## src/rtl/echo_rx_one_ch_if.sv

```systemverilog
// Echo sample stream between the receive channel and its consumer.
// Valid/ready handshake; a sample moves on a cycle where both are high.
interface echo_rx_one_ch_if #(
   parameter int DATA_W = 10
) ();
   logic [DATA_W-1:0] Echo_Data;
   logic              Echo_Valid;
   logic              Echo_Ready;
   logic              Echo_Last;

   modport master (output Echo_Data, output Echo_Valid, output Echo_Last, input Echo_Ready);
   modport slave  (input Echo_Data, input Echo_Valid, input Echo_Last, output Echo_Ready);
endinterface

```

## src/rtl/echo_rx_one_ch.sv

```systemverilog
// Single-channel echo receiver: waits RecvDelay cycles after a rising
// RX_Gate edge, captures Recv_Length ADC samples into a FWFT FIFO and tags
// the final one Last. Optional pair averaging is enabled by defining
// RECV_DECIM2_EN.
module echo_rx_one_ch #(
   parameter int DATA_W     = 10,
   parameter int FIFO_DEPTH = 16,
   parameter int LEN_W      = 10
) (
   input  logic               Receive_CLK,
   input  logic               Rst_n,
   input  logic               RX_Gate,
   input  logic [7:0]         RecvDelay,
   input  logic [LEN_W-1:0]   Recv_Length,
   input  logic [DATA_W-1:0]  ADC_Data,
   echo_rx_one_ch_if.master   echo,
   output logic               Recv_Busy,
   output logic               Recv_Overflow
);
   localparam int AW = (FIFO_DEPTH > 1) ? $clog2(FIFO_DEPTH) : 1;

   typedef enum logic [1:0] {IDLE, DELAY, CAPTURE, DONE} state_e;

   state_e            st_q, st_d;
   logic              gate_d_q, gate_d_d;   // RX_Gate delayed one cycle
   logic [6:0]        dcfg_q, dcfg_d;       // delay latched at start
   logic [LEN_W-1:0]  len_q, len_d;         // length latched at start
   logic [6:0]        dly_q, dly_d;
   logic [LEN_W-1:0]  cnt_q, cnt_d;         // output samples produced (incl. dropped)
   logic              ovf_q, ovf_d;
   logic [AW:0]       wr_q, wr_d, rd_q, rd_d;
   logic [DATA_W:0]   mem_q [FIFO_DEPTH];   // {last, data}

   logic              start, start_acq, cap_en;
   logic              smp_push, smp_last;
   logic [DATA_W-1:0] smp_data;
   logic              empty, full, pop, push_ok;

   assign start  = RX_Gate & ~gate_d_q;
   // ADC sample is taken this edge: the delay just expired or we are mid-capture
   assign cap_en = RX_Gate & (((st_q == DELAY) && (dly_q == dcfg_q)) || (st_q == CAPTURE));

`ifdef RECV_DECIM2_EN
   logic              phase_q, phase_d;     // 1 = first sample of pair held
   logic [DATA_W-1:0] hold_q, hold_d;
   logic [DATA_W:0]   pair_sum;

   assign pair_sum = {1'b0, hold_q} + {1'b0, ADC_Data};

   // Pair up captured samples and emit their truncated mean on the second one
   always_comb begin
      phase_d  = phase_q;
      hold_d   = hold_q;
      smp_push = 1'b0;
      smp_data = pair_sum[DATA_W:1];
      if (start_acq) begin
         phase_d = 1'b0;
      end else if (cap_en) begin
         if (!phase_q) begin
            hold_d  = ADC_Data;
            phase_d = 1'b1;
         end else begin
            phase_d  = 1'b0;
            smp_push = 1'b1;
         end
      end
   end

   // Pair accumulator registers
   always_ff @(posedge Receive_CLK) begin
      if (!Rst_n) begin
         phase_q <= 1'b0;
         hold_q  <= '0;
      end else begin
         phase_q <= phase_d;
         hold_q  <= hold_d;
      end
   end
`else
   assign smp_push = cap_en;
   assign smp_data = ADC_Data;
`endif

   assign empty   = (wr_q == rd_q);
   assign full    = (wr_q[AW] != rd_q[AW]) && (wr_q[AW-1:0] == rd_q[AW-1:0]);
   assign pop     = ~empty & echo.Echo_Ready;
   assign push_ok = smp_push & (~full | pop);

   // Acquisition FSM, counters and sticky overflow
   always_comb begin
      st_d      = st_q;
      gate_d_d  = RX_Gate;
      dcfg_d    = dcfg_q;
      len_d     = len_q;
      dly_d     = dly_q;
      cnt_d     = cnt_q;
      ovf_d     = ovf_q;
      start_acq = 1'b0;
      smp_last  = 1'b0;
      case (st_q)
         IDLE: begin
            if (start) begin
               ovf_d  = 1'b0;
               dcfg_d = RecvDelay[6:0];
               len_d  = Recv_Length;
               dly_d  = '0;
               cnt_d  = '0;
               if (RecvDelay[7] || (Recv_Length == '0)) begin
                  st_d = DONE;
               end else begin
                  st_d      = DELAY;
                  start_acq = 1'b1;
               end
            end
         end
         DELAY: begin
            if (!RX_Gate)              st_d = IDLE;
            else if (dly_q == dcfg_q)  st_d = CAPTURE;
            else                       dly_d = dly_q + 7'd1;
         end
         CAPTURE: begin
            if (!RX_Gate) st_d = IDLE;
         end
         DONE: begin
            if (!RX_Gate) st_d = IDLE;
         end
         default: st_d = IDLE;
      endcase
      // A dropped sample still counts so the window length never stretches
      if (smp_push) begin
         cnt_d = cnt_q + LEN_W'(1);
         if (cnt_q == len_q - LEN_W'(1)) begin
            smp_last = 1'b1;
            st_d     = DONE;
         end
         if (!push_ok) ovf_d = 1'b1;
      end
   end

   // FIFO pointer update; pointers carry one extra wrap bit
   always_comb begin
      wr_d = wr_q;
      rd_d = rd_q;
      if (push_ok) wr_d = wr_q + 1'b1;
      if (pop)     rd_d = rd_q + 1'b1;
   end

   // State and control registers
   always_ff @(posedge Receive_CLK) begin
      if (!Rst_n) begin
         st_q     <= IDLE;
         gate_d_q <= 1'b1;
         dcfg_q   <= '0;
         len_q    <= '0;
         dly_q    <= '0;
         cnt_q    <= '0;
         ovf_q    <= 1'b0;
         wr_q     <= '0;
         rd_q     <= '0;
      end else begin
         st_q     <= st_d;
         gate_d_q <= gate_d_d;
         dcfg_q   <= dcfg_d;
         len_q    <= len_d;
         dly_q    <= dly_d;
         cnt_q    <= cnt_d;
         ovf_q    <= ovf_d;
         wr_q     <= wr_d;
         rd_q     <= rd_d;
      end
   end

   // Sample storage; contents are don't-care once pointers are flushed
   always_ff @(posedge Receive_CLK) begin
      if (push_ok) mem_q[wr_q[AW-1:0]] <= {smp_last, smp_data};
   end

   assign echo.Echo_Valid = ~empty;
   assign echo.Echo_Data  = empty ? '0 : mem_q[rd_q[AW-1:0]][DATA_W-1:0];
   assign echo.Echo_Last  = ~empty & mem_q[rd_q[AW-1:0]][DATA_W];
   assign Recv_Busy       = (st_q == DELAY) || (st_q == CAPTURE);
   assign Recv_Overflow   = ovf_q;
endmodule

```

## src/flat_wrapper.sv

```systemverilog
// flat-port wrapper written by rule: the top's interface ports become plain ports
module echo_rx_one_ch_flat 
#(
   parameter int DATA_W     = 10,
   parameter int FIFO_DEPTH = 16,
   parameter int LEN_W      = 10
)
  (Receive_CLK, Rst_n, RX_Gate, RecvDelay, Recv_Length, ADC_Data, Recv_Busy, Recv_Overflow, echo_Echo_Data, echo_Echo_Valid, echo_Echo_Last, echo_Echo_Ready);
  echo_rx_one_ch_if #(.DATA_W(DATA_W)) echo_i ();
  input  logic Receive_CLK;
  input  logic Rst_n;
  input  logic RX_Gate;
  input  logic [7:0] RecvDelay;
  input  logic [LEN_W-1:0] Recv_Length;
  input  logic [DATA_W-1:0] ADC_Data;
  output logic Recv_Busy;
  output logic Recv_Overflow;
  output wire logic [$bits(echo_i.Echo_Data)-1:0] echo_Echo_Data;
  output wire logic [$bits(echo_i.Echo_Valid)-1:0] echo_Echo_Valid;
  output wire logic [$bits(echo_i.Echo_Last)-1:0] echo_Echo_Last;
  input wire logic [$bits(echo_i.Echo_Ready)-1:0] echo_Echo_Ready;
  assign echo_Echo_Data = echo_i.Echo_Data;
  assign echo_Echo_Valid = echo_i.Echo_Valid;
  assign echo_Echo_Last = echo_i.Echo_Last;
  assign echo_i.Echo_Ready = echo_Echo_Ready;
  echo_rx_one_ch #(.DATA_W(DATA_W), .FIFO_DEPTH(FIFO_DEPTH), .LEN_W(LEN_W)) u_core (.Receive_CLK(Receive_CLK), .Rst_n(Rst_n), .RX_Gate(RX_Gate), .RecvDelay(RecvDelay), .Recv_Length(Recv_Length), .ADC_Data(ADC_Data), .echo(echo_i), .Recv_Busy(Recv_Busy), .Recv_Overflow(Recv_Overflow));
endmodule
```

## config.mk

```make
export PLATFORM = sky130hd
export DESIGN_NAME = echo_rx_one_ch_flat
export DESIGN_NICKNAME = d
export VERILOG_FILES = /design/src/rtl/echo_rx_one_ch_if.sv /design/src/rtl/echo_rx_one_ch.sv /design/src/flat_wrapper.sv
export SDC_FILE = /design/constraint.sdc
export NUM_CORES = 1
export LEC_CHECK = 0
export CORE_MARGIN = 1.5
export CORE_UTILIZATION = 25
export CTS_CLUSTER_DIAMETER = 50
export DETAILED_ROUTE_END_ITERATION = 12
export HOLD_SLACK_MARGIN = 0.06
export PLACE_DENSITY_LB_ADDON = 0.12
export SLEW_MARGIN = 10
export SYNTH_ARGS = -nofsm -noshare
export SYNTH_HDL_FRONTEND = slang
export SYNTH_SLANG_ARGS = --single-unit
```

## constraint.sdc

```tcl
create_clock -name Receive_CLK -period 2.9 [get_ports Receive_CLK]
set_input_delay 0.58 -clock Receive_CLK [delete_from_list [all_inputs] [get_ports Receive_CLK]]
set_output_delay 0.58 -clock Receive_CLK [all_outputs]
set_load 0.005 [all_outputs]
```

==> flow_summary.json, run 1 <==
{
  "status": "finished, violations left",
  "violations": "setup timing",
  "setup_viol": 11,
  "io_buffers": 45,
  "min_path_cells": 2,
  "grt_setup_unrepaired": "true",
  "reg2reg_from": "u_core.len_q[0]",
  "fmax_mhz": 315,
  "crit_path_max_fanout": 7,
  "worstPathRequired_ns": 2.32,
  "layout.cells.non_filler": 1267,
  "dp_hpwl_mm": 16.6,
  "path_buf_inv": 4,
  "placed_cells": 1199,
  "cpMaxStageDelayCell": "mux4_2",
  "hold_start": "u_core.len_q[9]",
  "multiInputGateArea_sq_mm": 0.00318,
  "rrSetupSlack_ns": 0.50,
  "post-route-period-util": 1.09,
  "clock_path_buffers": 3,
  "crit_arrival_ns": 2.59,
  "finalCriticalPeriod_ns": 3.17,
  "yosys_warnings": 0,
  "tightest_slew_ns": 0.593,
  "grt_pass1_vias": 6105,
  "crit_chain": "buf_12 -> buf_12 -> buf_16 -> mux4_2 -> mux4_2 -> nor2b_1 -> buf_2",
  "gp_congestion": 0.741,
  "place_worst_setup_slack_ns": -0.0507,
  "drc": 0,
  "first_pass_iters": 4,
  "hp-class": "reg2reg",
  "worst_slack_ns": -0.273,
  "startpoint_type": "flop",
  "critPathMaxStageDelay_ns": 0.50,
  "synthArstFlopShare": 0,
  "avgSynthCellArea_sq_um": 15.5,
  "dpl_cell_area_sq_mm": 0.0111,
  "die_w_microns": 200,
  "antenna_found_initial": 0,
  "fin_skew_ns": 0.0133,
  "yosysSeqAreaShare": 0.654,
  "power_leakage_nw": 4.07,
  "crit_family": "multiplexers",
  "initial_core_util": 0.256,
  "yosys.cell_count.top_type": "edfxtp_1",
  "drv_cap": 0,
  "grt_overflow": 0,
  "seq_area_sq_mm": 0.00633,
  "synth_area_sq_mm": 0.00967,
  "die_h_microns": 200,
  "holdPathEnd": "u_core.len_q[9]",
  "core_area_sq_mm": 0.0378,
  "syn_to_final_growth_pct": 27.5,
  "grt_first_pass_wirelength_mm": 37.9,
  "n_antenna_cell": 0,
  "layout-drive-gt1-share": 0.270,
  "ios": 46,
  "drt_wl_total_mm": 25.1,
  "synth_common_cells": "176 x edfxtp_1, 55 x mux4_2, 52 x dfxtp_1",
  "grt_use_total": 0.129,
  "synth_cells": 622,
  "dieArea_sq_mm": 0.0399,
  "post_drt_wl_per_cell_microns": 19.8,
  "cts_buffers": 31,
  "fin_nets": 781,
  "drv_slew": 0,
  "synth-main-ff-cell": "edfxtp_1",
  "synth_edf_count": 176,
  "end_kind": "primary output",
  "final_util": 0.326,
  "row_count": 71,
  "ff2ff_path_depth": 8,
  "cts.sinks": 228,
  "grt_max_degree": 23,
  "vdd_drop_max_v": 0.000398,
  "relSlewSlack": 0.603,
  "synth_top_area_frac": 0.546,
  "cts_hold_buf": 0,
  "vias_per_cell": 4.58,
  "syn-num-nets": 666,
  "clkTransAtPathRegs_ns": 0.06,
  "holdWs_ns": 0.473,
  "worstSetupPathType": "reg2out",
  "yosysUniqueCellTypes": 57,
  "n_fill_cell": 3754,
  "synthTopCellsByArea": "edfxtp_1 55%, mux4_2 13%, dfxtp_1 11%, nand2_1 1.8%, a21oi_1 1.7%",
  "fin_tns_setup_ns": -2.58,
  "reg2reg_to": "u_core.mem_q[1][10]",
  "clk_latency_ns": 0.55,
  "first_iter_violations": 308,
  "power_mw": 7.57,
  "synth_seq_cells": 228,
  "vias": 5798,
  "cts_tree": "yes",
  "htreeDepth": 1,
  "power.density_mw_per_mm2": 613,
  "hold_viol": 0,
  "clockRootBuffer": "clkbuf_16",
  "fin_area_sq_mm": 0.0123,
  "final_antenna_net_count": 0,
  "synth_top_area_cell": "edfxtp_1"
}
[timing repair]
action                     in CTS  in global routing
cloned                          6                  0
setup endpoints to repair      11                 12
pin swaps                       0                  0
resized for setup              65                  1
buffers inserted               10                  1
[where the power goes]
part	switching [mW]	leakage [nW]	total, mW	internal [mW]
clock network	1.37	0.468	3.57	2.20
registers	0.0211	2.03	3.55	3.53
logic	0.216	1.57	0.443	0.227
total	1.61	4.07	7.57	5.96
[registers in the layout (all words and copies together) (netlist names), named ones only]
register and count:
u_core.mem_q 176, u_core.cnt_q 10, u_core.len_q 10, u_core.dcfg_q 7, u_core.dly_q 7, u_core.rd_q 5
u_core.wr_q 5, u_core.st_q 2, u_core.Recv_Overflow 1, u_core.gate_d_q 1
[kinds of logic after synthesis]
group | synth area share
simple gates | 0.100
xor+xnor | 0.0250
buf+inv | 0.0224
mux | 0.133
flops | 0.654
compound gates | 0.0498
fa+ha+maj | 0.0155
[worst reg2reg max path, cell delays in order, from the launching register on]
cell and delay [ns]:
dfxtp_1 0.44, inv_1 0.07, ha_1 0.31, xnor2_1 0.13, a311o_1 0.35, nor4b_2 0.36
nand4_1 0.16, nor2_1 0.19, buf_4 0.23
[per-layer routing]
layer / routed length [microns] / vias to the layer above / GRT usage
met5: 0 / - / 0
met2: 12200 / 88 / 0.216
met3: 735 / 30 / 0.0231
li1: - / 2682 / -
met1: 11700 / 2998 / 0.173
met4: 427 / 0 / 0.0306
[cells in the final DEF (no fill, tap or decap), types with 6 or more instances in the layout]
cell and count:
nand3_1 23, nor2_1 18, and3_1 14, nand4_1 7, xor2_1 9, buf_2 10, clkbuf_16 31, nand2b_1 6
ha_1 12, nor2b_1 9, o21ai_0 13, xnor2_1 16, nand2_1 47, dfxtp_1 49, edfxtp_1 176, inv_1 14
buf_12 7, a21oi_1 33, clkdlybuf4s50_1 34, a31oi_1 7, or3_1 7, buf_4 50, mux4_2 55
[final cells by class]
| type | instances | share of cell area |
|---|---|---|
| flip-flops and latches | 228 | 0.513 |
| multi-input cells | 348 | 0.258 |
| repair buffers | 114 | 0.0942 |
| clock buffers | 32 | 0.0632 |
| well taps | 511 | 0.0518 |
| clock inverters | 20 | 0.0156 |
| inverters | 14 | 0.00426 |
[worst max path at each step]
stage | cells past startpoint | from | slack (ns) | to
finish | 7 | flop | -0.27 | echo_Echo_Data[7]
global route | 7 | flop | -0.33 | echo_Echo_Data[7]
CTS | 7 | flop | -0.30 | echo_Echo_Data[7]
detailed placement | 5 | flop | -0.05 | echo_Echo_Data[0]
global placement | 5 | flop | -0.04 | echo_Echo_Data[0]
floorplan | 8 | u_core.st_q[1] | 0.34 | u_core.mem_q[3][0]
No activity file was read; power rests on OpenSTA's default activity.
==> run 2: changes to the inputs <==
--- a/config.mk
+++ b/config.mk
@@ -5,6 +5,8 @@
 export SDC_FILE = /design/constraint.sdc
 export NUM_CORES = 1
 export LEC_CHECK = 0
+export ABC_AREA = 1
+export CORE_ASPECT_RATIO = 0.75
 export CORE_MARGIN = 1.5
 export CORE_UTILIZATION = 25
 export CTS_CLUSTER_DIAMETER = 50
==> flow_summary.json, run 2 <==
{
  "final_util": 0.324,
  "core_area_sq_mm": 0.0396,
  "reg2reg_to": "u_core.mem_q[11][2]",
  "power.density_mw_per_mm2": 691,
  "largest_reg_flops": 176,
  "startpoint_type": "flop",
  "die_w_microns": 235,
  "crit_arrival_ns": 2.18,
  "syn_to_final_growth_pct": 27.5,
  "path_buf_inv": 4,
  "busiest_layer": "met1",
  "cpMaxStageDelayCell": "dfxtp_4",
  "yosysSeqAreaShare": 0.629,
  "antenna_found_initial": 0,
  "worstPathRequired_ns": 2.32,
  "synthTopCellsByArea": "edfxtp_1 53%, dfxtp_1 10%, a21oi_1 5.7%, nand2_1 5.4%, inv_1 4.8%",
  "synth_edf_count": 176,
  "synth_top_area_cell": "edfxtp_1",
  "tightest_slew_ns": 0.831,
  "crit_family": "buffers and inverters",
  "first_iter_violations": 531,
  "fin_tns_setup_ns": 0,
  "grt_use_total": 0.140,
  "layout_commonest_cell": "edfxtp_1",
  "worst_path_most_repeated_cell": "buf_4",
  "final_cell_mix": "176 x edfxtp_1, 146 x nand2_1, 128 x inv_1",
  "cts_buffers": 31,
  "synth_seq_cells": 228,
  "rrSetupSlack_ns": 0.68,
  "synth_top_area_frac": 0.526,
  "critPathMaxStageDelay_ns": 0.36,
  "status": "finished, final reports clean",
  "drc": 0,
  "power_leakage_nw": 4.70,
  "setup_viol": 0,
  "end_kind": "primary output",
  "ios": 46,
  "post_drt_wl_per_cell_microns": 17.6,
  "fin_skew_ns": 0.0142,
  "initial_core_util": 0.254,
  "worstSetupPathType": "reg2out",
  "crit_chain": "buf_4 -> buf_4 -> buf_4 -> a21oi_1 -> o21ai_0 -> nand3_1 -> a21oi_1 -> a211oi_2 -> clkbuf_2",
  "grt_first_pass_wirelength_mm": 43.8,
  "grt_pass1_vias": 7141,
  "drt_wl_total_mm": 28.6,
  "htreeDepth": 1,
  "vdd_drop_max_v": 0.000396,
  "synth_area_sq_mm": 0.0101,
  "n_antenna_cell": 0,
  "clock_path_buffers": 3,
  "placed_cells": 1554,
  "gp_congestion": 0.740,
  "fmax_mhz": 362,
  "relSlewSlack": 0.445,
  "drv_cap": 0,
  "reg2reg_from": "u_core.dly_q[0]",
  "crit_path_max_fanout": 12,
  "row_count": 63,
  "clkTransAtPathRegs_ns": 0.06,
  "use_met2": 0.196,
  "avgSynthCellArea_sq_um": 10.2,
  "layout.cells.non_filler": 1625,
  "yosysUniqueCellTypes": 35,
  "syn-num-nets": 1028,
  "layout-drive-gt1-share": 0.161,
  "yosys_warnings": 0,
  "place_worst_setup_slack_ns": 0.00256,
  "vias": 7215,
  "use_met1": 0.220,
  "grt_overflow": 0,
  "die_h_microns": 177,
  "cts.sinks": 228,
  "clk_latency_ns": 0.56,
  "use_met3": 0.0221,
  "synthArstFlopShare": 0,
  "grt_setup_unrepaired": "false",
  "finalCriticalPeriod_ns": 2.76,
  "vias_per_cell": 4.44,
  "first_pass_iters": 7,
  "dp_hpwl_mm": 18.1,
  "cts_tree": "yes",
  "hold_viol": 0,
  "synth_cells": 984,
  "min_path_cells": 2,
  "final_antenna_net_count": 0,
  "hold_start": "u_core.dcfg_q[2]",
  "worst_slack_ns": 0.138,
  "grt_max_degree": 34,
  "yosys.cell_count.top_type": "edfxtp_1",
  "hp-class": "reg2reg",
  "io_buffers": 45,
  "synth_common_cells": "176 x edfxtp_1, 146 x nand2_1, 129 x inv_1",
  "post-route-period-util": 0.952,
  "drv_slew": 0,
  "synth-main-ff-cell": "edfxtp_1",
  "dieArea_sq_mm": 0.0414,
  "fin_nets": 1125,
  "ff2ff_path_depth": 11,
  "clockRootBuffer": "clkbuf_16",
  "holdPathEnd": "u_core.dcfg_q[2]"
}
[run 2: cell types whose count changed in the layout (fill, tap and decap cells not counted), moves of 9 or more]
cell,delta
a211oi_2,+10
o21ai_0,+53
nand3_1,+38
o211ai_1,+23
o21ai_1,+21
mux4_2,-55
nand2_1,+99
nor2b_1,-9
nor2_1,+28
inv_1,+114
a21oi_2,+9
and3_1,-14
a21oi_1,+71
[run 2: cells by family (layout without fill, tap and decap cells)]
| logic type | after synthesis | in the layout | synth area share |
|---|---|---|---|
| compound gates | 251 | 251 | 0.137 |
| buf+inv | 181 | 302 | 0.0702 |
| mux | 4 | 4 | 0.00398 |
| xor+xnor | 24 | 24 | 0.0209 |
| flops | 228 | 228 | 0.629 |
| simple gates | 284 | 284 | 0.124 |
| fa+ha+maj | 12 | 12 | 0.0149 |
[run 2: power by group]
| part | switching [mW] | total [mW] | internal [mW] |
|---|---|---|---|
| clock | 1.50 | 3.74 | 2.24 |
| combinational | 0.873 | 1.54 | 0.668 |
| sequential | 0.0392 | 3.59 | 3.55 |
[run 2: how the worst max path moves through the flow]
stage          cells after the start  slack, ns                  end       startpoint
6_report                           9       0.14    echo_Echo_Data[1]             flop
5_1_grt                            9      0.006    echo_Echo_Data[3]             flop
4_1_cts                           10      -0.13    echo_Echo_Data[4]             flop
3_5_place_dp                       7      0.003    echo_Echo_Data[4]             flop
3_3_place_gp                       7     -0.007    echo_Echo_Data[4]             flop
2_1_floorplan                     10       0.78  u_core.mem_q[11][0]  u_core.dly_q[0]
[run 2: routing by layer]
metal  part of all wire  up-vias
met4              0.026        0
met1               0.53     3468
li1                   -     3582
met3              0.036       44
met5                  0        -
met2               0.40      121
[run 2: tightest hold or removal path, delay by kind of cell, from the launching register on]
kind               cells  cell delay (ns)
DFF                    1             0.31
and+or+nand+nor        1             0.06
AOI/OAI and AO/OA      1             0.05
[run 2: stage by stage]
step	area, sq um	hold WS, ns	power [mW]
2_1_floorplan	10100	0.444	4.39
3_3_place_gp	11500	0.457	4.97
3_5_place_dp	11500	0.469	4.97
4_1_cts	12700	0.480	8.93
5_1_grt	12800	0.505	9.28
6_report	12800	0.477	8.87
[run 2: layout make-up]
class | count | area (sq um)
flip-flops and latches | 228 | 6340
inverters | 134 | 508
repair buffers | 111 | 1180
clock inverters | 23 | 228
multi-input cells | 575 | 3140
clock buffers | 34 | 787
fillers | 4065 | 26700
well taps | 520 | 651
[run 2: timing repair]
| action | CTS | global route |
|---|---|---|
| setup endpoints to repair | 11 | 12 |
| gates cloned | 2 | 2 |
| hold buffers | 0 | 0 |
| setup buffers | 10 | 1 |
| pin swaps | 6 | 9 |
| resized for setup | 46 | 41 |
| hold endpoints to repair | 0 | 0 |
==> run 3: changes to the inputs <==
--- a/config.mk
+++ b/config.mk
@@ -12,7 +12,8 @@
 export CTS_CLUSTER_DIAMETER = 50
 export DETAILED_ROUTE_END_ITERATION = 12
 export HOLD_SLACK_MARGIN = 0.06
-export PLACE_DENSITY_LB_ADDON = 0.12
+export PLACE_DENSITY = 0.46
+export SETUP_SLACK_MARGIN = 0.1
 export SLEW_MARGIN = 10
 export SYNTH_ARGS = -nofsm -noshare
 export SYNTH_HDL_FRONTEND = slang
==> flow_summary.json, run 3 (synthesized netlist as in run 2, its figures left out) <==
{
  "finalCriticalPeriod_ns": 2.75,
  "vias_per_cell": 4.45,
  "grt_use_total": 0.128,
  "end_kind": "primary output",
  "antenna_found_initial": 0,
  "first_pass_iters": 5,
  "hp-class": "reg2reg",
  "htreeDepth": 2,
  "place_worst_setup_slack_ns": 0.168,
  "reg2reg_from": "u_core.dly_q[0]",
  "grt_max_degree": 27,
  "die_w_microns": 235,
  "fin_tns_setup_ns": 0,
  "syn_to_final_growth_pct": 27.7,
  "setup_viol": 0,
  "hold_start": "u_core.Recv_Overflow",
  "initial_core_util": 0.254,
  "row_count": 63,
  "vias": 7215,
  "grt_overflow": 0,
  "holdWs_ns": 0.474,
  "clk_latency_ns": 0.51,
  "relSlewSlack": 0.348,
  "clockRootBuffer": "clkbuf_16",
  "die_h_microns": 177,
  "crit_family": "buffers and inverters",
  "post-route-period-util": 0.947,
  "cts_buffers": 34,
  "power.density_mw_per_mm2": 700,
  "dp_hpwl_mm": 16.4,
  "cts_tree": "yes",
  "status": "finished, final reports clean",
  "hold_viol": 0,
  "worstSetupPathType": "reg2out",
  "fmax_mhz": 364,
  "clock_path_buffers": 3,
  "layout-drive-gt1-share": 0.161,
  "dieArea_sq_mm": 0.0414,
  "worst_slack_ns": 0.155,
  "final_antenna_net_count": 0,
  "grt_pass1_vias": 6992,
  "use_met3": 0.0253,
  "crit_chain": "buf_12 -> bufbuf_16 -> o21ai_0 -> nand3_1 -> a21oi_2 -> a211oi_2 -> buf_2",
  "path_buf_inv": 3,
  "layout_commonest_cell": "edfxtp_1",
  "drt_wl_total_mm": 26.3,
  "use_met1": 0.184,
  "power_leakage_nw": 4.71,
  "final_cell_mix": "176 x edfxtp_1, 146 x nand2_1, 128 x inv_1",
  "busiest_layer": "met2",
  "use_met2": 0.194,
  "drc": 0,
  "tightest_slew_ns": 0.977,
  "drv_cap": 0,
  "largest_reg_flops": 176,
  "worstPathRequired_ns": 2.32,
  "clkTransAtPathRegs_ns": 0.06,
  "core_area_sq_mm": 0.0396,
  "cts.sinks": 228,
  "n_antenna_cell": 0,
  "crit_path_max_fanout": 20,
  "vdd_drop_max_v": 0.000361,
  "fin_nets": 1119,
  "io_buffers": 45,
  "drv_slew": 0,
  "crit_arrival_ns": 2.17,
  "gp_congestion": 0.788,
  "grt_first_pass_wirelength_mm": 40.8,
  "grt_setup_unrepaired": "true",
  "cpMaxStageDelayCell": "dfxtp_4",
  "final_util": 0.324,
  "ios": 46,
  "first_iter_violations": 521,
  "fin_skew_ns": 0.0340,
  "post_drt_wl_per_cell_microns": 16.3,
  "critPathMaxStageDelay_ns": 0.36,
  "startpoint_type": "flop"
}
[run 3: cell types whose count changed in the layout (fill, tap and decap cells not counted), sizes merged, moves of 2 or more]
cell           delta
buf               -6
bufbuf            +4
bufinv            -2
clkbuf            +5
clkdlybuf4s15     -2
clkinv            -2
clkinvlp          -2
[run 3: layout make-up]
cell class                      count  area (sq um)
Fill cell                        3992         26700
Sequential cell                   228          6330
Multi-Input combinational cell    575          3180
Timing Repair Buffer              102          1110
Clock buffer                       43           916
Tap cell                          520           651
Inverter                          134           508
Clock inverter                     18           143
[run 3: tightest hold or removal path, stage by stage (launching register included)]
cell	delay (ns)
dfxtp_1	0.30
nand2_1	0.06
a21oi_1	0.06
[run 3: path summary, 6_finish.rpt]
path / to / slack, ns / cells after the start
hold / removal: u_core.Recv_Overflow / 0.47 / 2
hold reg to reg: u_core.Recv_Overflow / 0.47 / 2
setup / recovery: echo_Echo_Data[8] / 0.15 / 7
setup reg to reg: u_core.mem_q[11][9] / 0.73 / 11
[run 3: through the flow]
step	area, sq um	std cells	power, mW
floorplan	10100	984	4.39
global placement	11300	1542	4.90
detailed placement	11300	1542	4.91
CTS	12800	1620	9.07
global route	12800	1620	9.39
finish	12800	1620	8.99
[run 3: power breakdown]
group	total [mW]	internal [mW]	switching, mW
registers	3.60	3.55	0.0434
clock network	3.81	2.34	1.47
logic	1.57	0.737	0.838
total	8.99	6.63	2.35
[run 3: timing repair]
item,in CTS,in global routing
pin swaps,18,18
gates resized for setup,74,21
cloned,6,0
hold buffers,0,0
endpoints found under the setup margin,12,11
setup buffers,11,0
[run 3: metal layers]
layer | wire (microns) | vias to the layer above
met4 | 578 | 0
met5 | 0 | -
met2 | 11300 | 143
li1 | - | 3594
met3 | 1450 | 41
met1 | 13000 | 3437
